[config.mk]
export PLATFORM = sky130hd
export DESIGN_NAME = vga_fb_arbiter
export DESIGN_NICKNAME = d
export VERILOG_FILES = /design/src/rtl/vga_fb_arbiter.sv
export SDC_FILE = /design/constraint.sdc
export NUM_CORES = 1
export LEC_CHECK = 0
export ABC_AREA = 1
export BUFFER_PORTS_ARGS = -buffer_cell sky130_fd_sc_hd__buf_2
export CAP_MARGIN = 20
export CORE_MARGIN = 5
export CORE_UTILIZATION = 61
export CTS_CLUSTER_DIAMETER = 50
export CTS_CLUSTER_SIZE = 40
export DETAILED_ROUTE_END_ITERATION = 6
export PLACE_DENSITY = 0.94
export SLEW_MARGIN = 20
export SYNTH_ARGS = -nofsm -noshare
export SYNTH_HDL_FRONTEND = slang
export SYNTH_SLANG_ARGS = --single-unit
[constraint.sdc]
create_clock -name clk_i -period 12.6 [get_ports clk_i]
set_input_delay 0.63 -clock clk_i [delete_from_list [all_inputs] [get_ports clk_i]]
set_output_delay 0.63 -clock clk_i [all_outputs]
set_load 0.005 [all_outputs]
[src/rtl/vga_fb_arbiter.sv]
// Frame-buffer BRAM arbiter with double-buffered pages and a small host write FIFO.
// BRAM access issues one cycle after request; VGA never stalls, host sees backpressure only when the FIFO is full.

// Generic FIFO: the head entry is visible combinationally and pushes/pops land on the next edge.
// Pushes while full and pops while empty are ignored.
module vga_fb_fifo #(
    parameter int WIDTH = 8,
    parameter int DEPTH = 4,
    localparam int PTR_W = $clog2(DEPTH),
    localparam int CNT_W = PTR_W + 1
) (
    input  logic             clk_i,
    input  logic             rst_i,
    input  logic             push_i,
    input  logic [WIDTH-1:0] wdata_i,
    input  logic             pop_i,
    output logic [WIDTH-1:0] rdata_o,
    output logic             full_o,
    output logic             empty_o,
    output logic [CNT_W-1:0] count_o
);
    localparam logic [CNT_W-1:0] FULL_CNT = CNT_W'(DEPTH);

    logic [WIDTH-1:0] mem_q [DEPTH];
    logic [PTR_W-1:0] wr_ptr_q;
    logic [PTR_W-1:0] rd_ptr_q;
    logic [CNT_W-1:0] count_q;
    logic [CNT_W-1:0] count_d;
    logic             push_ok;
    logic             pop_ok;

    assign full_o  = (count_q == FULL_CNT);
    assign empty_o = (count_q == '0);
    assign count_o = count_q;
    assign rdata_o = mem_q[rd_ptr_q];
    assign push_ok = push_i & ~full_o;
    assign pop_ok  = pop_i & ~empty_o;

    always_comb begin
        count_d = count_q;
        if (push_ok && !pop_ok) begin
            count_d = count_q + 1'b1;
        end else if (pop_ok && !push_ok) begin
            count_d = count_q - 1'b1;
        end
    end

    always_ff @(posedge clk_i or posedge rst_i) begin
        if (rst_i) begin
            wr_ptr_q <= '0;
            rd_ptr_q <= '0;
            count_q  <= '0;
        end else begin
            count_q <= count_d;
            if (push_ok) wr_ptr_q <= wr_ptr_q + 1'b1;
            if (pop_ok)  rd_ptr_q <= rd_ptr_q + 1'b1;
        end
    end

    // Storage needs no reset: the pointers define which entries are live.
    always_ff @(posedge clk_i) begin
        if (push_ok) mem_q[wr_ptr_q] <= wdata_i;
    end
endmodule

// Arbiter top: VGA reads win the single BRAM port, host writes drain on free cycles, pages flip at vsync.
// Read data returns two cycles after the VGA request; host_wready_o is low only while the FIFO is full or in reset.
module vga_fb_arbiter #(
    parameter int                ADDR_W      = 32,
    parameter int                DATA_W      = 32,
    parameter int                FIFO_DEPTH  = 4,
    parameter logic [ADDR_W-1:0] PAGE_OFFSET = ADDR_W'(32'h12C00)
) (
    input  logic              clk_i,
    input  logic              reset_i,
    input  logic [ADDR_W-1:0] vga_bram_addr_i,
    input  logic              vga_bram_en_i,
    input  logic              vga_vsync_i,
    output logic [DATA_W-1:0] vga_rdata_o,
    input  logic              host_wvalid_i,
    output logic              host_wready_o,
    input  logic [ADDR_W-1:0] host_waddr_i,
    input  logic [DATA_W-1:0] host_wdata_i,
    input  logic              flip_req_i,
    output logic              flip_pending_o,
    output logic              front_page_o,
    output logic              drop_err_o,
    output logic              bram_en_o,
    output logic              bram_we_o,
    output logic [ADDR_W-1:0] bram_addr_o,
    output logic [DATA_W-1:0] bram_din_o,
    input  logic [DATA_W-1:0] bram_dout_i
);
    localparam int CNT_W = $clog2(FIFO_DEPTH) + 1;

    typedef struct packed {
        logic [ADDR_W-1:0] addr;
        logic [DATA_W-1:0] data;
    } wr_entry_t;

    typedef enum logic [1:0] {
        G_IDLE = 2'b00,
        G_VGA  = 2'b01,
        G_HOST = 2'b11
    } grant_e;

    grant_e            gnt_q;
    grant_e            gnt_d;
    logic [ADDR_W-1:0] bram_addr_q;
    logic [ADDR_W-1:0] bram_addr_d;
    logic [DATA_W-1:0] bram_din_q;
    logic [DATA_W-1:0] bram_din_d;
    logic              front_page_q;
    logic              front_page_d;
    logic              flip_pending_q;
    logic              flip_pending_d;
    logic              drop_err_q;
    logic              drop_err_d;
    logic              vsync_q;

    logic [ADDR_W-1:0] front_base;
    logic [ADDR_W-1:0] back_base;
    logic              host_hs;
    logic              host_in_range;
    logic              fifo_push;
    logic              fifo_pop;
    logic              fifo_full;
    logic              fifo_empty;
    logic [CNT_W-1:0]  fifo_count;
    wr_entry_t         push_entry;
    wr_entry_t         head_entry;
    logic              vsync_rise;
    logic              drained;
    logic              flip_fire;

    assign front_base = front_page_q ? PAGE_OFFSET : '0;
    assign back_base  = front_page_q ? '0 : PAGE_OFFSET;

    // Out-of-range writes still complete the handshake so the host never deadlocks on them.
    assign host_wready_o = ~fifo_full & ~reset_i;
    assign host_hs       = host_wvalid_i & host_wready_o;
    assign host_in_range = (host_waddr_i < PAGE_OFFSET);
    assign fifo_push     = host_hs & host_in_range;
    assign push_entry    = '{addr: host_waddr_i + back_base, data: host_wdata_i};

    vga_fb_fifo #(
        .WIDTH ($bits(wr_entry_t)),
        .DEPTH (FIFO_DEPTH)
    ) u_wr_fifo (
        .clk_i   (clk_i),
        .rst_i   (reset_i),
        .push_i  (fifo_push),
        .wdata_i (push_entry),
        .pop_i   (fifo_pop),
        .rdata_o (head_entry),
        .full_o  (fifo_full),
        .empty_o (fifo_empty),
        .count_o (fifo_count)
    );

    always_ff @(posedge clk_i or posedge reset_i) begin
        if (reset_i) begin
            gnt_q       <= G_IDLE;
            bram_addr_q <= '0;
            bram_din_q  <= '0;
        end else begin
            gnt_q       <= gnt_d;
            bram_addr_q <= bram_addr_d;
            bram_din_q  <= bram_din_d;
        end
    end

    always_comb begin
        gnt_d = G_IDLE;
        if (vga_bram_en_i) begin
            gnt_d = G_VGA;
        end else if (!fifo_empty) begin
            gnt_d = G_HOST;
        end
    end

    always_comb begin
        bram_addr_d = bram_addr_q;
        bram_din_d  = bram_din_q;
        fifo_pop    = 1'b0;
        case (gnt_d)
            G_VGA: begin
                bram_addr_d = vga_bram_addr_i + front_base;
            end
            G_HOST: begin
                bram_addr_d = head_entry.addr;
                bram_din_d  = head_entry.data;
                fifo_pop    = 1'b1;
            end
            default: begin
            end
        endcase
    end

    assign bram_en_o   = (gnt_q != G_IDLE);
    assign bram_we_o   = (gnt_q == G_HOST);
    assign bram_addr_o = bram_addr_q;
    assign bram_din_o  = bram_din_q;
    assign vga_rdata_o = bram_dout_i;

    // Flip only once every queued write has left, so none lands on the page about to be shown.
    assign vsync_rise     = vga_vsync_i & ~vsync_q;
    assign drained        = fifo_empty | (fifo_pop & (fifo_count == CNT_W'(1)));
    assign flip_fire      = vsync_rise & flip_pending_q & drained;
    assign front_page_d   = front_page_q ^ flip_fire;
    assign flip_pending_d = ~flip_fire & (flip_pending_q | flip_req_i);
    assign drop_err_d     = drop_err_q | (host_hs & ~host_in_range);

    always_ff @(posedge clk_i or posedge reset_i) begin
        if (reset_i) begin
            front_page_q   <= 1'b0;
            flip_pending_q <= 1'b0;
            drop_err_q     <= 1'b0;
            vsync_q        <= 1'b0;
        end else begin
            front_page_q   <= front_page_d;
            flip_pending_q <= flip_pending_d;
            drop_err_q     <= drop_err_d;
            vsync_q        <= vga_vsync_i;
        end
    end

    assign front_page_o   = front_page_q;
    assign flip_pending_o = flip_pending_q;
    assign drop_err_o     = drop_err_q;
endmodule

==> flow_summary.ini <==
[cts]
clock_latency_at_the_later_pin_of_the_worst_skew_pair_ps = 580
cts_buffers = 26
cts-htree-levels = 1
cts-resized-gates = 0
clk_transition_reported_paths_ps = 80
clk_path_buf_depth = 3
cts_root_buf = sky130_fd_sc_hd__clkbuf_16
postCtsSetupRepairBufs = 0
cts.sink_count = 333
cts_tree = built

[yosys]
post-synth-top-area-fraction_pct = 53.5
synth.ff_latch_count = 333
synth_seq_area_share_pct = 66.9
ys_warnings = 0
synth_edf_count = 256
synth_top_cell_by_area = sky130_fd_sc_hd__edfxtp_1
ys_top_cells_by_area = sky130_fd_sc_hd__edfxtp_1 53%, sky130_fd_sc_hd__dfrtp_1 13%, sky130_fd_sc_hd__nor2_1 7.0%, sky130_fd_sc_hd__nand2_1 4.4%, sky130_fd_sc_hd__o21ai_0 3.5%
syn_area_um2 = 14400
post_synth.cell_area_avg_um2 = 11.0
synthFlopType = sky130_fd_sc_hd__edfxtp_1
synth-async-reset-ratio_pct = 23.1
yosys-top-cells-count = 268 x sky130_fd_sc_hd__nor2_1, 256 x sky130_fd_sc_hd__edfxtp_1, 167 x sky130_fd_sc_hd__nand2_1
yosys.cell_count.top_type = sky130_fd_sc_hd__nor2_1
synth.net_count = 1457
synthesis.instances = 1304
synth_cell_types = 39

[timing]
report.final.hold_viol_count = 0
setup_viol = 0
fin_tns_setup_ps = 0
final_min_period_over_clock_period_pct = 25.4
rsz0062_at_grt = false
fin_worst_skew_ps = 43.6
slew_hr_pct = 32.6
drv_slew = 0
post-route-min-period_ps = 3200
worst-slew-pin-transition_ps = 1010
max_freq_mhz = 312

[finish]
finalCoreUtilization_pct = 69.6
area_growth_syn_to_layout_pct = 12.9
fillers = 1458
finish.instance_area_um2 = 16200
drive_gt1_share_pct = 18.5
nets = 1574

[floorplan]
floorplan.die.width_um = 164
floorplan.core_area_um2 = 23300
top_level_ports = 236
die_area_um2 = 26700
starting_density_pct = 61.6
core.rowCount = 56
die_height_um = 164

[worst_hold_path]
hp-class = input port to flip-flop
holdPathEnd = vsync_q$_DFF_PP0_
worst_hold_startpoint = vga_vsync_i
holdPathStages = 1

[power_and_ir_drop]
powerDensity_nw_per_um2 = 207
p_leak_uw = 0.00625
peakVddDrop_mv = 0.152

[place]
placed_standard_cell_area_um2 = 15200
dp.final_hpwl_um = 23500
number_of_port_buffers = 171
gp_congestion = 0.913

[setup_path]
criticalPathCategory = flip-flop to flip-flop
ff2ff_path_depth = 12
cp_cell_sequence = inv_1 -> ha_1 -> inv_1 -> nor2_4 -> nor2_4 -> buf_4 -> inv_2 -> ha_1 -> nor2_1 -> o21ai_0 -> xor2_1 -> inv_1
critPathSlowestCell = sky130_fd_sc_hd__buf_4
crit_fanout = 89
worst-endpoint-required_ps = 13040
timing.critical_path.to_type = flip-flop
regToRegStartpoint = u_wr_fifo.count_o[0]$_DFFE_PP0P_
critical-path-top-cell-by-count = sky130_fd_sc_hd__inv_1
nature_of_the_critical_path_startpoint = flip-flop
critical_path.reg2reg.endpoint = u_wr_fifo.count_o[2]$_DFFE_PP0P_
rrSetupSlack_ps = 9400
critical_path.max_stage_delay_ps = 770
worstPathArrival_ps = 3640

[grt]
grt_antenna_before_repair = 3
first_global_vias = 10232
grt_start_max_net_pins = 90
groute.usage.overall_pct = 27.4
global_route.overflow_total = 0
grt_pass1_wl_um = 57000

[route]
avgViaCountPerCell = 6.05
avgRoutedWirePerCell_um = 21.0
totalWireLength_um = 37000
detailedRoute.firstPassIterationCount = 5
remaining_routing_drc_violations = 0
drt_first_iter_violations = 1464
via_count = 10652
ant_nets = 0

[run]
drv_cap = 0

[outcome]
outcome = completed
==> power by group <==
part           internal (uW)  switching (uW)  leakage [uW]
Combinational            336             675       0.00259
Sequential              1320             110       0.00318
Clock                    436             488      0.000481
Total                   2090            1270       0.00625
==> worst max-delay path by stage <==
stage / from / endpoint / slack, ps
global route: u_wr_fifo.count_o[0]$_DFFE_PP0P_ / u_wr_fifo.count_o[2]$_DFFE_PP0P_ / 9170
finish: u_wr_fifo.count_o[0]$_DFFE_PP0P_ / u_wr_fifo.count_o[2]$_DFFE_PP0P_ / 9400
detailed placement: host_waddr_i[12] / u_wr_fifo.mem_q[1][60]$_DFFE_PP_ / 9050
CTS: reset_i / u_wr_fifo.mem_q[0][38]$_DFFE_PP_ / 9410
floorplan: host_waddr_i[14] / u_wr_fifo.mem_q[0][0]$_DFFE_PP_ / 8130
global placement: host_waddr_i[12] / u_wr_fifo.mem_q[1][59]$_DFFE_PP_ / 9150
==> placed cells by master, fill, tap and decap left out, types with 3 or more instances in the layout <==
master | netlist | final
sky130_fd_sc_hd__a21oi_1 | 24 | 24
sky130_fd_sc_hd__a22oi_1 | 10 | 10
sky130_fd_sc_hd__a31oi_1 | 36 | 36
sky130_fd_sc_hd__buf_2 | 25 | 171
sky130_fd_sc_hd__buf_4 | 36 | 9
sky130_fd_sc_hd__clkbuf_16 | 0 | 26
sky130_fd_sc_hd__clkinv_16 | 0 | 3
sky130_fd_sc_hd__clkinv_2 | 0 | 3
sky130_fd_sc_hd__clkinv_4 | 0 | 3
sky130_fd_sc_hd__clkinv_8 | 0 | 3
sky130_fd_sc_hd__dfrtp_1 | 77 | 75
sky130_fd_sc_hd__edfxtp_1 | 256 | 256
sky130_fd_sc_hd__ha_1 | 17 | 17
sky130_fd_sc_hd__inv_1 | 56 | 55
sky130_fd_sc_hd__inv_12 | 0 | 3
sky130_fd_sc_hd__inv_16 | 0 | 5
sky130_fd_sc_hd__inv_2 | 12 | 10
sky130_fd_sc_hd__inv_8 | 0 | 3
sky130_fd_sc_hd__nand2_1 | 167 | 167
sky130_fd_sc_hd__nand2_2 | 4 | 4
sky130_fd_sc_hd__nand3_1 | 43 | 43
sky130_fd_sc_hd__nand3b_1 | 3 | 3
sky130_fd_sc_hd__nand4_1 | 12 | 12
sky130_fd_sc_hd__nor2_1 | 268 | 264
sky130_fd_sc_hd__nor2_4 | 5 | 9
sky130_fd_sc_hd__nor3_1 | 11 | 11
sky130_fd_sc_hd__o211ai_1 | 3 | 3
sky130_fd_sc_hd__o21ai_0 | 101 | 101
sky130_fd_sc_hd__o21ai_1 | 39 | 39
sky130_fd_sc_hd__o22ai_1 | 27 | 27
sky130_fd_sc_hd__or2_2 | 3 | 3
sky130_fd_sc_hd__xnor2_1 | 3 | 3
sky130_fd_sc_hd__xor2_1 | 19 | 19
==> state kept, by name, summed over array words and instances, names as in the netlist <==
signal / count
u_wr_fifo.rd_ptr_q: 2
front_page_o: 1
bram_din_o: 32
flip_pending_o: 1
vsync_q: 1
u_wr_fifo.mem_q: 256
gnt_q: 2
bram_addr_o: 32
u_wr_fifo.count_o: 3
u_wr_fifo.wr_ptr_q: 2
drop_err_o: 1
==> critical path: cells and delay by family, from the launching register on <==
family                     cells  cell delay, ps
buffers and inverters          5            1420
adders and majority gates      2             680
DFF                            1             420
and+or+nand+nor                3             280
xor gates and xnor gates       1             170
AOI/OAI and AO/OA              1             110
==> logic make-up after synthesis <==
group | synth area share, %
XOR/XNOR | 1.34
AO/OA/AOI/OAI | 9.60
flip-flops | 66.9
AND/OR/NAND/NOR | 14.9
adder cells (fa/ha/maj) | 1.76
buffers and inverters | 5.49
==> routing by layer <==
metal	global-route usage (%)	routed length, um
met5	0	15
met4	9.45	1350
met1	36.8	13600
met2	45.5	18100
met3	4.97	3940
==> repair_timing <==
item / CTS / global route
hold endpoints to repair: 3 / 0
hold buffers: 1 / 0
endpoints found under the setup margin: 0 / 0
==> final cells by class <==
cell class                      instances  area, um2  share of cell area (%)
Antenna cell                            2       5.00                  0.0308
Clock inverter                         22        364                    2.24
Inverter                               68        259                    1.60
Tap cell                              319        399                    2.46
Timing Repair Buffer                  181        933                    5.75
Sequential cell                       333       9620                    59.2
Clock buffer                           26        651                    4.01
Multi-Input combinational cell        811       4010                    24.7
==> metrics by stage <==
stage	hold WS (ps)	setup WS, ps	total power, uW	std cells
2_1_floorplan	451	8130	2060	1304
3_3_place_gp	442	9150	2350	1711
3_5_place_dp	440	9050	2410	1711
4_1_cts	205	9410	3340	1760
5_1_grt	213	9170	3530	1760
6_report	216	9400	3360	1762
(Power assumes the default switching activity.)
